## src/rtl/acemf_cfg_pkg.sv

```systemverilog
// acemf_cfg_pkg: shared constants and state types for the detector configuration AXI4-Lite slave.
// Register word offsets, CTRL bit positions, AXI response codes and FSM encodings live here.
package acemf_cfg_pkg;

  // Word index of each register (byte address bits [3:2])
  localparam logic [1:0] OFF_MAT  = 2'd0;
  localparam logic [1:0] OFF_SR   = 2'd1;
  localparam logic [1:0] OFF_SRS  = 2'd2;
  localparam logic [1:0] OFF_CTRL = 2'd3;

  // CTRL bit positions
  localparam int CTRL_DEBUG_EN    = 0;
  localparam int CTRL_PTR_CLR     = 1;
  localparam int CTRL_MAT_FULL    = 8;
  localparam int CTRL_SR_FULL     = 9;
  localparam int CTRL_SRS_WRITTEN = 10;
  localparam int CTRL_CFG_DONE    = 11;

  // AXI response codes
  localparam logic [1:0] RESP_OKAY   = 2'b00;
  localparam logic [1:0] RESP_SLVERR = 2'b10;

  // Default geometry
  localparam int DEF_NUM_BANDS = 16;
  localparam int DEF_MAT_DEPTH = DEF_NUM_BANDS * DEF_NUM_BANDS;
  localparam int DEF_SR_DEPTH  = DEF_NUM_BANDS;

  typedef enum logic [2:0] {
    W_IDLE,
    W_AW,
    W_W,
    W_EXEC,
    W_RESP
  } wr_state_t;

  typedef enum logic {
    R_IDLE,
    R_DATA
  } rd_state_t;

endpackage

```

## src/rtl/acemf_cfg_ptr.sv

```systemverilog
// acemf_cfg_ptr: saturating BRAM write pointer. Counts pushes up to DEPTH and then holds;
// full is asserted while the pointer sits at DEPTH. clr returns it to zero and wins over push.
module acemf_cfg_ptr #(
  parameter int DEPTH = 16,
  parameter int PTR_W = $clog2(DEPTH + 1)
) (
  input  logic             clk,
  input  logic             resetn,
  input  logic             push,
  input  logic             clr,
  output logic [PTR_W-1:0] ptr,
  output logic             full
);

  assign full = (ptr == PTR_W'(DEPTH));

  // Pointer register: clear has priority, pushes beyond full are ignored
  // NOTE: sequential state is assigned with <= so every flop samples pre-edge values.
  always_ff @(posedge clk or negedge resetn) begin
    if (!resetn) begin
      ptr <= '0;
    end else if (clr) begin
      ptr <= '0;
    end else if (push && !full) begin
      ptr <= ptr + PTR_W'(1);
    end
  end

endmodule

```

## src/rtl/acemf_cfg_axil_slave.sv

```systemverilog
// acemf_cfg_axil_slave: AXI4-Lite responder for the detector configuration path.
// Writes to MAT_DATA/SR_DATA push words into the matrix and sR BRAMs through saturating
// pointers; SRS and CTRL are static registers. Reads return pointers, SRS and status.
// Optional build macro CFG_WSTRB_EN: SRS/CTRL honour wstrb per byte and MAT/SR pushes
// with a partial strobe are refused with SLVERR. Without it every write is full-word.
module acemf_cfg_axil_slave
  import acemf_cfg_pkg::*;
#(
  parameter int NUM_BANDS       = DEF_NUM_BANDS,
  parameter int BRAM_DATA_WIDTH = 32,
  parameter int ADDR_WIDTH      = 4,
  localparam int MAT_DEPTH = NUM_BANDS * NUM_BANDS,
  localparam int MAT_AW    = $clog2(MAT_DEPTH),
  localparam int SR_AW     = $clog2(NUM_BANDS),
  localparam int STRB_W    = BRAM_DATA_WIDTH / 8
) (
  input  logic                       clk,
  input  logic                       resetn,
  input  logic [ADDR_WIDTH-1:0]      s_axi_awaddr,
  input  logic [2:0]                 s_axi_awprot,
  input  logic                       s_axi_awvalid,
  output logic                       s_axi_awready,
  input  logic [BRAM_DATA_WIDTH-1:0] s_axi_wdata,
  input  logic [STRB_W-1:0]          s_axi_wstrb,
  input  logic                       s_axi_wvalid,
  output logic                       s_axi_wready,
  output logic [1:0]                 s_axi_bresp,
  output logic                       s_axi_bvalid,
  input  logic                       s_axi_bready,
  input  logic [ADDR_WIDTH-1:0]      s_axi_araddr,
  input  logic [2:0]                 s_axi_arprot,
  input  logic                       s_axi_arvalid,
  output logic                       s_axi_arready,
  output logic [BRAM_DATA_WIDTH-1:0] s_axi_rdata,
  output logic [1:0]                 s_axi_rresp,
  output logic                       s_axi_rvalid,
  input  logic                       s_axi_rready,
  output logic                       mat_we,
  output logic [MAT_AW-1:0]          mat_addr,
  output logic [BRAM_DATA_WIDTH-1:0] mat_wdata,
  output logic                       sr_we,
  output logic [SR_AW-1:0]           sr_addr,
  output logic [BRAM_DATA_WIDTH-1:0] sr_wdata,
  output logic [BRAM_DATA_WIDTH-1:0] srs,
  output logic                       debug_en,
  output logic                       cfg_done
);

  localparam int MAT_PW = $clog2(MAT_DEPTH + 1);
  localparam int SR_PW  = $clog2(NUM_BANDS + 1);

  wr_state_t wr_state, wr_next;
  rd_state_t rd_state, rd_next;

  logic                       active;
  logic [1:0]                 aw_idx;
  logic [BRAM_DATA_WIDTH-1:0] wdata_q;
  logic [1:0]                 bresp_q;
  logic                       srs_written;
  logic [BRAM_DATA_WIDTH-1:0] srs_new;
  logic                       strb_full;
  logic                       ctrl_b0_wr;
  logic [BRAM_DATA_WIDTH-1:0] rd_word;

  logic [MAT_PW-1:0] mat_ptr;
  logic [SR_PW-1:0]  sr_ptr;
  logic mat_full, sr_full;

  logic aw_hs, w_hs, ar_hs, exec;
  logic mat_sel, sr_sel, srs_wr, ctrl_wr, ptr_clr, push_err;

  // Readies stay low while in reset and for the first cycle after release
  always_ff @(posedge clk or negedge resetn) begin
    if (!resetn) active <= 1'b0;
    else         active <= 1'b1;
  end

  assign s_axi_awready = active && (wr_state == W_IDLE || wr_state == W_W);
  assign s_axi_wready  = active && (wr_state == W_IDLE || wr_state == W_AW);
  assign s_axi_bvalid  = (wr_state == W_RESP);
  assign s_axi_bresp   = bresp_q;
  assign s_axi_arready = active && (rd_state == R_IDLE);
  assign s_axi_rvalid  = (rd_state == R_DATA);
  assign s_axi_rresp   = RESP_OKAY;

  assign aw_hs = s_axi_awvalid && s_axi_awready;
  assign w_hs  = s_axi_wvalid && s_axi_wready;
  assign ar_hs = s_axi_arvalid && s_axi_arready;

  // Write FSM state register
  always_ff @(posedge clk or negedge resetn) begin
    if (!resetn) wr_state <= W_IDLE;
    else         wr_state <= wr_next;
  end

  // Write FSM next state: collect both halves, execute for one cycle, then respond
  // NOTE: the default is assigned first so no path through the case leaves wr_next unassigned (no latch).
  always_comb begin
    wr_next = wr_state;
    case (wr_state)
      W_IDLE: begin
        if (aw_hs && w_hs) wr_next = W_EXEC;
        else if (aw_hs)    wr_next = W_AW;
        else if (w_hs)     wr_next = W_W;
      end
      W_AW:    if (w_hs)  wr_next = W_EXEC;
      W_W:     if (aw_hs) wr_next = W_EXEC;
      W_EXEC:  wr_next = W_RESP;
      W_RESP:  if (s_axi_bready) wr_next = W_IDLE;
      default: wr_next = W_IDLE;
    endcase
  end

  // Capture address and data halves as each is accepted
  // NOTE: these holding registers are cleared on reset as well, so a dropped transfer leaves no stale value.
  always_ff @(posedge clk or negedge resetn) begin
    if (!resetn) begin
      aw_idx  <= '0;
      wdata_q <= '0;
    end else begin
      if (aw_hs) aw_idx  <= s_axi_awaddr[3:2];
      if (w_hs)  wdata_q <= s_axi_wdata;
    end
  end

`ifdef CFG_WSTRB_EN
  logic [STRB_W-1:0] wstrb_q;

  // Strobe holding register
  always_ff @(posedge clk or negedge resetn) begin
    if (!resetn)   wstrb_q <= '0;
    else if (w_hs) wstrb_q <= s_axi_wstrb;
  end

  // Byte-merge the SRS update; pushes need a full-word strobe
  always_comb begin
    srs_new = srs;
    for (int b = 0; b < STRB_W; b++) begin
      if (wstrb_q[b]) srs_new[b*8 +: 8] = wdata_q[b*8 +: 8];
    end
  end
  assign strb_full  = &wstrb_q;
  assign ctrl_b0_wr = wstrb_q[0];
  logic unused_ok;
  assign unused_ok = ^{s_axi_awprot, s_axi_arprot, s_axi_awaddr[1:0], s_axi_araddr[1:0]};
`else
  assign srs_new    = wdata_q;
  assign strb_full  = 1'b1;
  assign ctrl_b0_wr = 1'b1;
  logic unused_ok;
  assign unused_ok = ^{s_axi_awprot, s_axi_arprot, s_axi_awaddr[1:0], s_axi_araddr[1:0],
                       s_axi_wstrb};
`endif

  // Register-write decode, active only in the single execute cycle
  assign exec     = (wr_state == W_EXEC);
  assign mat_sel  = exec && (aw_idx == OFF_MAT);
  assign sr_sel   = exec && (aw_idx == OFF_SR);
  assign srs_wr   = exec && (aw_idx == OFF_SRS);
  assign ctrl_wr  = exec && (aw_idx == OFF_CTRL);
  assign ptr_clr  = ctrl_wr && ctrl_b0_wr && wdata_q[CTRL_PTR_CLR];
  assign mat_we   = mat_sel && !mat_full && strb_full;
  assign sr_we    = sr_sel && !sr_full && strb_full;
  assign push_err = (mat_sel && !mat_we) || (sr_sel && !sr_we);

  assign mat_addr  = mat_ptr[MAT_AW-1:0];
  assign mat_wdata = wdata_q;
  assign sr_addr   = sr_ptr[SR_AW-1:0];
  assign sr_wdata  = wdata_q;
  assign cfg_done  = mat_full && sr_full && srs_written;

  acemf_cfg_ptr #(.DEPTH(MAT_DEPTH), .PTR_W(MAT_PW)) u_mat_ptr (
    .clk(clk), .resetn(resetn), .push(mat_we), .clr(ptr_clr), .ptr(mat_ptr), .full(mat_full)
  );

  acemf_cfg_ptr #(.DEPTH(NUM_BANDS), .PTR_W(SR_PW)) u_sr_ptr (
    .clk(clk), .resetn(resetn), .push(sr_we), .clr(ptr_clr), .ptr(sr_ptr), .full(sr_full)
  );

  // Static registers and the write response code
  always_ff @(posedge clk or negedge resetn) begin
    if (!resetn) begin
      srs         <= '0;
      srs_written <= 1'b0;
      debug_en    <= 1'b0;
      bresp_q     <= RESP_OKAY;
    end else begin
      if (exec)    bresp_q <= push_err ? RESP_SLVERR : RESP_OKAY;
      if (srs_wr)  srs <= srs_new;
      if (ptr_clr)     srs_written <= 1'b0;
      else if (srs_wr) srs_written <= 1'b1;
      if (ctrl_wr && ctrl_b0_wr) debug_en <= wdata_q[CTRL_DEBUG_EN];
    end
  end

  // Read mux; unmapped bits read as zero
  always_comb begin
    rd_word = '0;
    case (s_axi_araddr[3:2])
      OFF_MAT:  rd_word[MAT_PW-1:0] = mat_ptr;
      OFF_SR:   rd_word[SR_PW-1:0]  = sr_ptr;
      OFF_SRS:  rd_word = srs;
      default: begin
        rd_word[CTRL_DEBUG_EN]    = debug_en;
        rd_word[CTRL_MAT_FULL]    = mat_full;
        rd_word[CTRL_SR_FULL]     = sr_full;
        rd_word[CTRL_SRS_WRITTEN] = srs_written;
        rd_word[CTRL_CFG_DONE]    = cfg_done;
      end
    endcase
  end

  // Read FSM next state
  always_comb begin
    rd_next = rd_state;
    case (rd_state)
      R_IDLE:  if (ar_hs) rd_next = R_DATA;
      R_DATA:  if (s_axi_rready) rd_next = R_IDLE;
      default: rd_next = R_IDLE;
    endcase
  end

  // Read FSM state and registered read data
  always_ff @(posedge clk or negedge resetn) begin
    if (!resetn) begin
      rd_state    <= R_IDLE;
      s_axi_rdata <= '0;
    end else begin
      rd_state <= rd_next;
      if (ar_hs) s_axi_rdata <= rd_word;
    end
  end

endmodule
```

## config.mk

```make
export PLATFORM = sky130hd
export DESIGN_NAME = acemf_cfg_axil_slave
export DESIGN_NICKNAME = d
export VERILOG_FILES = /design/src/rtl/acemf_cfg_pkg.sv /design/src/rtl/acemf_cfg_ptr.sv /design/src/rtl/acemf_cfg_axil_slave.sv
export SDC_FILE = /design/constraint.sdc
export NUM_CORES = 1
export LEC_CHECK = 0
export CAP_MARGIN = 20
export CORE_ASPECT_RATIO = 0.5
export CORE_MARGIN = 1
export CORE_UTILIZATION = 44
export DETAILED_ROUTE_END_ITERATION = 10
export PLACE_DENSITY = 0.91
export SYNTH_ARGS = -nofsm -noshare
export SYNTH_HDL_FRONTEND = slang
export SYNTH_HIERARCHICAL = 1
export SYNTH_SLANG_ARGS = --single-unit
```

## constraint.sdc

```tcl
create_clock -name clk -period 2.9 [get_ports clk]
set_input_delay 0.29 -clock clk [delete_from_list [all_inputs] [get_ports clk]]
set_output_delay 0.29 -clock clk [all_outputs]
set_load 0.02 [all_outputs]
```

# Word-level counts from Yosys, hierarchy flattened
# Cells that the tools add are included.
[word_totals] regBits=121 in_bits=57 out_inout_bits=153 elab_cells=88
[classes] addsub=2 eq_ne=15 n_mux=23 bitwise=1 n_reduce_logical=35
[ops] op="logical AND 1 bit" count=20
[ops] op="2-to-1 mux 20 bit" count=1
[ops] op="2-to-1 mux 3 bit" count=6
[ops] op="2-to-1 mux 9 bit" count=2
[ops] op="case mux 3 bit (5 select lines)" count=1
[ops] op="case mux 3 bit (2 select lines)" count=2
[ops] op="case mux 4 bit (3 select lines)" count=1
[ops] op="2-to-1 mux 5 bit" count=2
[ops] op="adder 9 x 1 -> 9 bit, second input constant" count=1
[ops] op="equality test 9 bit, second input constant" count=1
[ops] op="equality test 2 bit, second input constant" count=3
[ops] op="equality test 3 x 2 -> 1 bit, second input constant" count=2
[ops] op="case mux 1 bit (3 select lines)" count=2
[ops] op="nonzero test 2 bit" count=3
[ops] op="adder 5 x 1 -> 5 bit, second input constant" count=1
[ops] op="equality test 5 bit, second input constant" count=1
[ops] op="equality test 2 x 1 -> 1 bit, second input constant" count=2
[ops] op="zero test 1 bit" count=4
[ops] op="zero test 2 bit" count=2
[ops] op="2-to-1 mux 1 bit" count=4
[ops] op="inequality test 2 bit, second input constant" count=2
[ops] op="inequality test 4 x 3 -> 1 bit, second input constant" count=1
[ops] op="AND reduction 4 bit" count=1
[ops] op="equality test 3 x 1 -> 1 bit, second input constant" count=1
[ops] op="other kinds (8)" count=10

# Depth between registers and ports, before layout
# Gate-level depths: netlist of the first run.
[depth] ltp_word=8 ltp_mapped=8 ltp_nobuf=8

# By module
# Netlist of the first run, hierarchy kept.
[modules_own_cells] module="acemf_cfg_axil_slave" n_inst=1 cells_each=359 area_per_inst_um2=4581.9 seq_area_each_um2=2652.5
[modules_own_cells] module="acemf_cfg_ptr (u_mat_ptr)" n_inst=1 cells_each=52 area_per_inst_um2=505.5 seq_area_each_um2=225.2
[modules_own_cells] module="acemf_cfg_ptr (u_sr_ptr)" n_inst=1 cells_each=27 area_per_inst_um2=280.3 seq_area_each_um2=125.1

# Least setup slack after synthesis of the first run
# No wires, ideal clock.
[synth_path] path_type="reg2reg" startpoint="reg u_mat_ptr.ptr[0]" endpoint="reg u_mat_ptr.ptr[7]" setup_ps=78 arrival_time_ps=3012 required_ps=2822 slack_ps=-190 stages_incl_launch_ff=9 n_path_buf=0 synth_period_minus_slack_ps=3090 path_cell_list="dfrtp_1 inv_1 ha_1 nand2_1 nor4_1 nor4_1 nand4_1 or4_1 a21oi_1"
[synth_between] elab_chain_len=5 word_cells_on_any_way=8 classes_between="add/sub: 1; eq/ne: 1; mux: 2; reduce/logical: 4"
[synth_lines] element="start: declaration" line_no="acemf_cfg_ptr.sv:11" text="output logic [PTR_W-1:0] ptr,"
[synth_lines] element="start signal: assignment" line_no="acemf_cfg_ptr.sv:25" text="ptr <= ptr + PTR_W'(1);"
[synth_lines] element="equality test 9 bit" line_no="acemf_cfg_ptr.sv:15" text="assign full = (ptr == PTR_W'(DEPTH));"
[synth_lines] element="named net mat_full" line_no="acemf_cfg_axil_slave.sv:67" text="logic mat_full, sr_full;"
[synth_lines] element="zero test 1 bit" line_no="acemf_cfg_axil_slave.sv:162" text="assign mat_we = mat_sel && !mat_full && strb_full;"
[synth_lines] element="logical AND 1 bit" line_no="acemf_cfg_axil_slave.sv:162"
[synth_lines] element="named net mat_we" line_no="acemf_cfg_axil_slave.sv:38" text="output logic mat_we,"
[synth_lines] element="logical AND 1 bit" line_no="acemf_cfg_ptr.sv:24" text="end else if (push && !full) begin"
[synth_lines] element="nonzero test 2 bit (no line)"
# The timed path passes the listed nets, and every way through them passes these cells. The select of a mux whose other input is x is not followed.
# A chain may end at the register's enable or synchronous reset.

# Final worst setup path of the first run
[layout_path] startpoint="reg u_sr_ptr.ptr[0]" endpoint="out sr_we"
[layout_between] elab_chain_len=3
[layout_lines] element="start: declaration" line_no="acemf_cfg_ptr.sv:11"
[layout_lines] element="start signal: assignment" line_no="acemf_cfg_ptr.sv:25"
[layout_lines] element="equality test 5 bit" line_no="acemf_cfg_ptr.sv:15"
[layout_lines] element="named net sr_full" line_no="acemf_cfg_axil_slave.sv:67"
[layout_lines] element="zero test 1 bit" line_no="acemf_cfg_axil_slave.sv:163" text="assign sr_we = sr_sel && !sr_full && strb_full;"
[layout_lines] element="logical AND 1 bit" line_no="acemf_cfg_axil_slave.sv:163"
[layout_lines] element="end: declaration" line_no="acemf_cfg_axil_slave.sv:41" text="output logic sr_we,"
# The timed path passes the listed nets, and every way through them passes these cells.

==> flow_summary_export.csv, run 1 <==
group,metric,value,unit
worst_setup_path,critPathLaunchType,"flop",
power,power.density,1127,mW/mm^2
layout,syn2layout_area_growth,46.18,%
clock_tree,clkLatencyLatePin,0.41,ns
detailed_routing,ant_nets,0,
placement,post-dp-hpwl,9553,um
power,p_leak,3.370,nW
layout,final_common_cell,"clkdlybuf4s50_1",
logic_synthesis,synth_seq_cells,120,
worst_setup_path,worst_ep_required_time,2.61,ns
floorplan,coreArea,0.01184,mm^2
floorplan,core.rowCount,28,
job,max_cap_violations,0,
worst_setup_path,worstPathMaxFanout,7,
logic_synthesis,synth.distinct_cells,47,
sta,post-route-period-util,96.68,%
floorplan,die_h,80.10,um
layout,stdcell_count,786,
min_path,worstHoldPathType,"in2async",
clock_tree,ctsHtreeMaxLevel,4,
detailed_routing,routedWlPerCell,17.52,um
sta,fmax,356.7,MHz
detailed_routing,drt_pass1_iterations,4,
clock_tree,hold_buffers,0,
logic_synthesis,yosysSeqAreaShare,55.94,%
outcome,status,"complete, no violations",
worst_setup_path,crit_path_end_kind,"primary output",
floorplan,die_w,158.2,um
placement,port_buffers,192,
layout,drive_above_1_share,20.45,%
global_routing,grt_max_degree,67,
floorplan,dieArea,0.01267,mm^2
sta,worst_slack,0.09622,ns
clock_tree,ctsResizeCount,3,
sta,worst_slew_pin_slew,0.8750,ns
clock_tree,cts_tree,"built",
worst_setup_path,cp_num_buf_inv,3,
worst_setup_path,r2r-start,"u_mat_ptr/ptr[0]",
detailed_routing,viasPerCell,5.103,
sta,relSlewSlack,41.66,%
worst_setup_path,cp_num_cells,6,
worst_setup_path,crit_chain,"inv_1, ha_1, and4bb_4, nor4b_1, buf_4, clkdlybuf4s50_1",
sta,final.setup.tns,0,ns
layout,antenna_cells,0,
sta,fin_worst_skew,0.009041,ns
power,power.total,0.008844,W
placement,preCtsSetupSlack,0.1544,ns
sta,min_period,2.804,ns
detailed_routing,drt_wl_total,13770,um
placement,postPlaceCellArea,0.007236,mm^2
logic_synthesis,avgSynthCellArea,12.25,um^2
worst_setup_path,r2r_slack,0.31,ns
sta,setup_viol,0,
logic_synthesis,syn_inst,438,
floorplan,initial_core_util,45.33,%
floorplan,io_pins,210,
global_routing,grt_pass1_wl,21850,um
placement,place_inst,754,
sta,slew_violations,0,
global_routing,grt_pass1_vias,4163,
clock_tree,cts_setup_buffers,0,
power,vdd_drop_max,621.9,uV
detailed_routing,post-route-drc-count,0,
clock_tree,clk_pin_slew_worst_paths,0.05,ns
layout,most-common-layout-cells,"189 x clkdlybuf4s50_1, 120 x dfrtp_1, 76 x mux2_2",
global_routing,track_usage,22.92,%
clock_tree,cts-root-buf,"clkbuf_16",
sta,rsz0062_at_grt,"no",
layout,num-nets-final,669,
logic_synthesis,synth_area,0.005368,mm^2
clock_tree,clock-sinks,120,
logic_synthesis,async_reset_ff_share,100.0,%
worst_setup_path,crit-reg2reg-capture,"u_mat_ptr/ptr[7]",
logic_synthesis,synthFlopType,"dfrtp_1",
detailed_routing,drt_iter0_markers,239,
logic_synthesis,yosys_warnings,6,
worst_setup_path,critPathTopFamily,"buffers and inverters",
global_routing,grt-ovfl-total,0,
detailed_routing,vias,4011,
layout,fin_area,0.007846,mm^2
worst_setup_path,path_class,"reg2out",
worst_setup_path,arrival,2.51,ns
logic_synthesis,synth-edff-count,0,
clock_tree,cts_buffer_depth,2,
worst_setup_path,worstRegToRegCells,9,
clock_tree,cts_buffers,17,
global_routing,antenna_found_initial,0,
worst_setup_path,crit_slowest_cell,"clkdlybuf4s50_1",
placement,gp_congestion,0.7978,
worst_setup_path,slowest_delay,0.60,ns
sta,hold_viol_final,0,
## metrics by stage
stage | util, % | hold slack (ns)
3_3_place_gp | 61.11 | 0.4433
2_1_floorplan | - | -0.005591
4_1_cts | 66.26 | 0.009575
5_1_grt | 66.26 | 0.05143
3_5_place_dp | 61.11 | 0.4500
6_report | 66.26 | 0.002735
## layer usage
| metal | up-vias | track usage (%) | wire length, um |
|---|---|---|---|
| met5 | - | 0 | 0 |
| li1 | 1827 | - | - |
| met1 | 2038 | 27.18 | 5771 |
| met2 | 123 | 39.78 | 7144 |
| met3 | 23 | 5.019 | 562 |
| met4 | 0 | 11.25 | 292 |
## cells by family (layout without fill, tap and decap cells)
logic type,Yosys count,count (layout),synth area share (%)
compound gates,47,47,5.408
buf+inv,62,243,7.506
fa+ha+maj,4,4,0.9324
mux,90,90,18.88
xor+xnor,4,4,0.6526
simple gates,109,109,10.54
other cells,2,4,0.1399
flops,120,120,55.94
## layout make-up
class | count | area, um^2
clock buffer | 22 | 454.2
timing repair buffer | 204 | 2019
multi-input combinational | 258 | 1987
inverter | 7 | 26.28
fill | 920 | 3995
tap | 165 | 206.4
sequential | 120 | 3003
clock inverter | 10 | 150.1
## worst register-to-register path: stages (launching register included)
cell and delay [ns]:
dfrtp_1 0.43, inv_1 0.09, ha_1 0.19, nand2_1 0.10, nor4_1 0.06, buf_4 0.18, nor4_4 0.46, nand4_1 0.29
or4_1 0.57, a21oi_1 0.16
## how the worst max path moves through the flow
stage	startpoint	end
floorplan	u_sr_ptr/ptr[0]	u_sr_ptr/ptr[0]
global placement	u_mat_ptr/ptr[0]	u_mat_ptr/ptr[7]
detailed placement	u_mat_ptr/ptr[0]	u_mat_ptr/ptr[7]
CTS	u_sr_ptr/ptr[0]	sr_we
global route	u_sr_ptr/ptr[0]	sr_we
finish	u_sr_ptr/ptr[0]	sr_we
## power by group
group	switching (W)	internal, W	leakage [nW]
Clock	0.000729	0.00145	0.301
Combinational	0.00180	0.00198	1.53
Sequential	0.000612	0.00227	1.54
## sequential cells by signal, indices dropped and copies added, names as in the netlist
register       count
mat_wdata         32
s_axi_rdata       32
srs               32
u_mat_ptr/ptr      9
u_sr_ptr/ptr       5
wr_state           3
aw_idx             2
active             1
debug_en           1
s_axi_bresp        1
s_axi_rvalid       1
srs_written        1
## cell usage after synthesis, types with 2 or more instances
master,count,area [um^2]
buf_2,4,20.02
xor2_1,4,35.03
nor2_1,14,52.55
nor2b_1,4,25.02
o21ai_0,22,110.1
mux2i_1,12,120.1
ha_1,4,50.05
clkbuf_1,9,33.78
conb_1,2,7.510
nor4_1,3,18.77
or3_1,2,12.51
mux2_2,76,855.8
a22o_1,2,17.52
nand2_1,56,210.2
o31ai_1,6,45.04
nand4_1,4,25.02
dfrtp_1,120,3003
o21ai_1,3,15.01
buf_4,38,285.3
nor3b_1,4,30.03
and3b_1,2,17.52
a21o_1,2,15.01
inv_1,7,26.28
o2bb2ai_1,4,35.03
or4_1,2,15.01
nand2b_1,4,25.02
a21oi_1,5,25.02
buf_6,3,33.78
nand3_1,2,10.01
Power figures use the tool's default switching activity.
==> run 2: changes to the inputs <==
--- a/config.mk
+++ b/config.mk
@@ -6,9 +6,11 @@
 export NUM_CORES = 1
 export LEC_CHECK = 0
 export CAP_MARGIN = 20
+export CELL_PAD_IN_SITES_DETAIL_PLACEMENT = 0
+export CELL_PAD_IN_SITES_GLOBAL_PLACEMENT = 1
 export CORE_ASPECT_RATIO = 0.5
 export CORE_MARGIN = 1
-export CORE_UTILIZATION = 44
+export CORE_UTILIZATION = 34
 export DETAILED_ROUTE_END_ITERATION = 10
 export PLACE_DENSITY = 0.91
 export SYNTH_ARGS = -nofsm -noshare
==> constraint.sdc (replaced) <==
create_clock -name clk -period 2.6 [get_ports clk]
set_input_delay 0.26 -clock clk [delete_from_list [all_inputs] [get_ports clk]]
set_output_delay 0.26 -clock clk [all_outputs]
set_load 0.02 [all_outputs]
==> run 2 against run 1 <==
The run now ends with design-rule violations left. Via count is 2.8% lower. First-iteration DRC count is 37% lower. Sequential power increased by 10%. Clock-buffer cell count rose by 3. Power rose by 12%. Critical path depth shrank 1. Flip-flop and latch count did not move. Sequential share of layout area shrank 0.92 points. Wire length hardly changed. Critical path type unchanged. Critical endpoint is now cfg_done. Largest cell class unchanged. Largest power group unchanged.
==> flow_summary_export.csv, run 2 (synthesis gave the netlist of run 1 again) <==
group,metric,value,unit
outcome,violations,"design-rule violations",
detailed_routing,drt_iter0_markers,150,
layout,syn2layout_area_growth,49.77,%
sta,setup_viol,0,
sta,slew_violations,0,
floorplan,coreArea,0.01541,mm^2
floorplan,core.rowCount,32,
clock_tree,clk_pin_slew_worst_paths,0.05,ns
detailed_routing,drt_pass1_iterations,7,
power,power.density,1233,mW/mm^2
power,intPower,0.006440,W
worst_setup_path,r2r_slack,0.17,ns
clock_tree,cts_buffer_depth,2,
detailed_routing,viasPerCell,4.656,
sta,hold_viol_final,0,
power,p_switching,0.003469,W
clock_tree,cts-root-buf,"clkbuf_16",
layout,stdcell_count,837,
layout,final_common_cell,"clkdlybuf4s50_1",
sta,post-route-period-util,95.61,%
worst_setup_path,arrival,2.23,ns
layout,seqCellArea,0.003003,mm^2
power,vdd_drop_max,696.6,uV
layout,antenna_cells,0,
worst_setup_path,path_class,"reg2out",
worst_setup_path,worst_ep_required_time,2.34,ns
power,p_leak,3.454,nW
power,seqPwrFrac,32.0,%
clock_tree,clkLatencyLatePin,0.39,ns
detailed_routing,routedWlPerCell,16.46,um
layout,nFillCells,1311,
worst_setup_path,crit_path_end_kind,"primary output",
global_routing,track_usage,17.50,%
global_routing,grt-ovfl-total,0,
placement,post-dp-hpwl,9895,um
clock_tree,cts_buffers,17,
detailed_routing,vias,3897,
detailed_routing,ant_nets,0,
sta,fmax,402.3,MHz
floorplan,die_h,90.85,um
global_routing,grt_max_degree,47,
power,clock_power_share,24.9,%
layout,drive_above_1_share,22.43,%
power,sw_frac_of_total,35.01,%
floorplan,die_w,179.7,um
global_routing,antenna_found_initial,0,
floorplan,initial_core_util,34.82,%
power,p_comb_share,43.1,%
sta,rsz0062_at_grt,"no",
detailed_routing,drt_wl_total,13780,um
global_routing,grt_pass1_wl,22420,um
layout,multi_input_area,0.002003,mm^2
outcome,status,"finished, violations left",
sta,min_period,2.486,ns
sta,final.setup.tns,0,ns
clock_tree,clock-sinks,120,
clock_tree,cts_setup_buffers,0,
floorplan,io_pins,210,
min_path,worstHoldPathType,"in2async",
worst_setup_path,worstPathMaxFanout,5,
floorplan,dieArea,0.01632,mm^2
layout,most-common-layout-cells,"188 x clkdlybuf4s50_1, 120 x dfrtp_1, 76 x mux2_2",
worst_setup_path,critPathLaunchType,"flop",
placement,place_inst,804,
clock_tree,cts_tree,"built",
sta,hold-worst-slack,0.3604,ns
layout,num-nets-final,681,
job,max_cap_violations,0,
clock_tree,ctsHtreeMaxLevel,4,
placement,port_buffers,192,
sta,fin_worst_skew,0.01099,ns
placement,gp_congestion,0.8513,
global_routing,grt_pass1_vias,4166,
detailed_routing,post-route-drc-count,5,
run 2: stage by stage:
stage	utilization (%)	setup slack (ns)	power [W]	instance area, um^2
after floorplan	-	0.1211	0.005569	5396
after global placement	47.98	0.2663	0.007415	7396
after detailed placement	47.98	0.2031	0.007496	7396
after CTS	52.15	0.08403	0.01001	8039
after global routing	52.15	0.03148	0.01038	8039
final	52.15	0.1141	0.009909	8039
run 2: layout make-up:
| class | instances | area share (%) |
|---|---|---|
| Tap cell | 204 | 3.175 |
| Multi-Input combinational cell | 258 | 24.92 |
| Timing Repair Buffer | 216 | 26.41 |
| Clock inverter | 7 | 1.401 |
| Inverter | 7 | 0.3268 |
| Sequential cell | 120 | 37.35 |
| Clock buffer | 25 | 6.412 |
run 2: final timing paths:
kind                                     to  cells past startpoint        startpoint
setup / recovery                   cfg_done                      5  u_mat_ptr/ptr[3]
hold / removal                 mat_wdata[5]                      2            resetn
setup reg to reg           u_mat_ptr/ptr[7]                      9  u_mat_ptr/ptr[0]
hold reg to reg             s_axi_rdata[21]                      2   s_axi_rdata[21]
max in group asynchronous     mat_wdata[13]                      3            resetn
min in group clk               s_axi_rvalid                      2      s_axi_rready
run 2: repair_timing:
item                                    4_1_cts  5_1_grt
endpoints found under the setup margin        3        0
hold buffers                                  1        0
gates resized for setup                       4        0
endpoints found under the hold margin        29        0
run 2: power by group through the flow:
stage	Sequential [W]	Combinational (W)	Clock (W)
after floorplan	0.00384	0.00172	0
after global placement	0.00316	0.00426	0
after detailed placement	0.00320	0.00430	0
after CTS	0.00318	0.00432	0.00251
after global routing	0.00329	0.00448	0.00261
final	0.00317	0.00428	0.00246
run 2: critical path, cell delays in order (launching register included):
cell and delay [ns]:
dfrtp_1 0.38, or4_4 0.56, nor4_1 0.20, buf_4 0.20, and3_1 0.14, dlygate4sd2_1 0.35
run 2: metal layers:
metal  part of all wire (%)  track usage [%]  vias up  routed length, um
li1                       -                -     1845                  -
met1                     45            22.26     1962               6213
met2                     51            30.53       79               7009
met3                    3.3            3.508       11                449
met4                   0.77            4.526        0                106
met5                      0                0        -                  0
==> run 3: changes to the inputs <==
--- a/config.mk
+++ b/config.mk
@@ -5,7 +5,7 @@
 export SDC_FILE = /design/constraint.sdc
 export NUM_CORES = 1
 export LEC_CHECK = 0
-export CAP_MARGIN = 20
+export CAP_MARGIN = 30
 export CELL_PAD_IN_SITES_DETAIL_PLACEMENT = 0
 export CELL_PAD_IN_SITES_GLOBAL_PLACEMENT = 1
 export CORE_ASPECT_RATIO = 0.5
==> results of run 3 <==
Same layout as run 2: the final DEF is identical, and so are final timing and power.
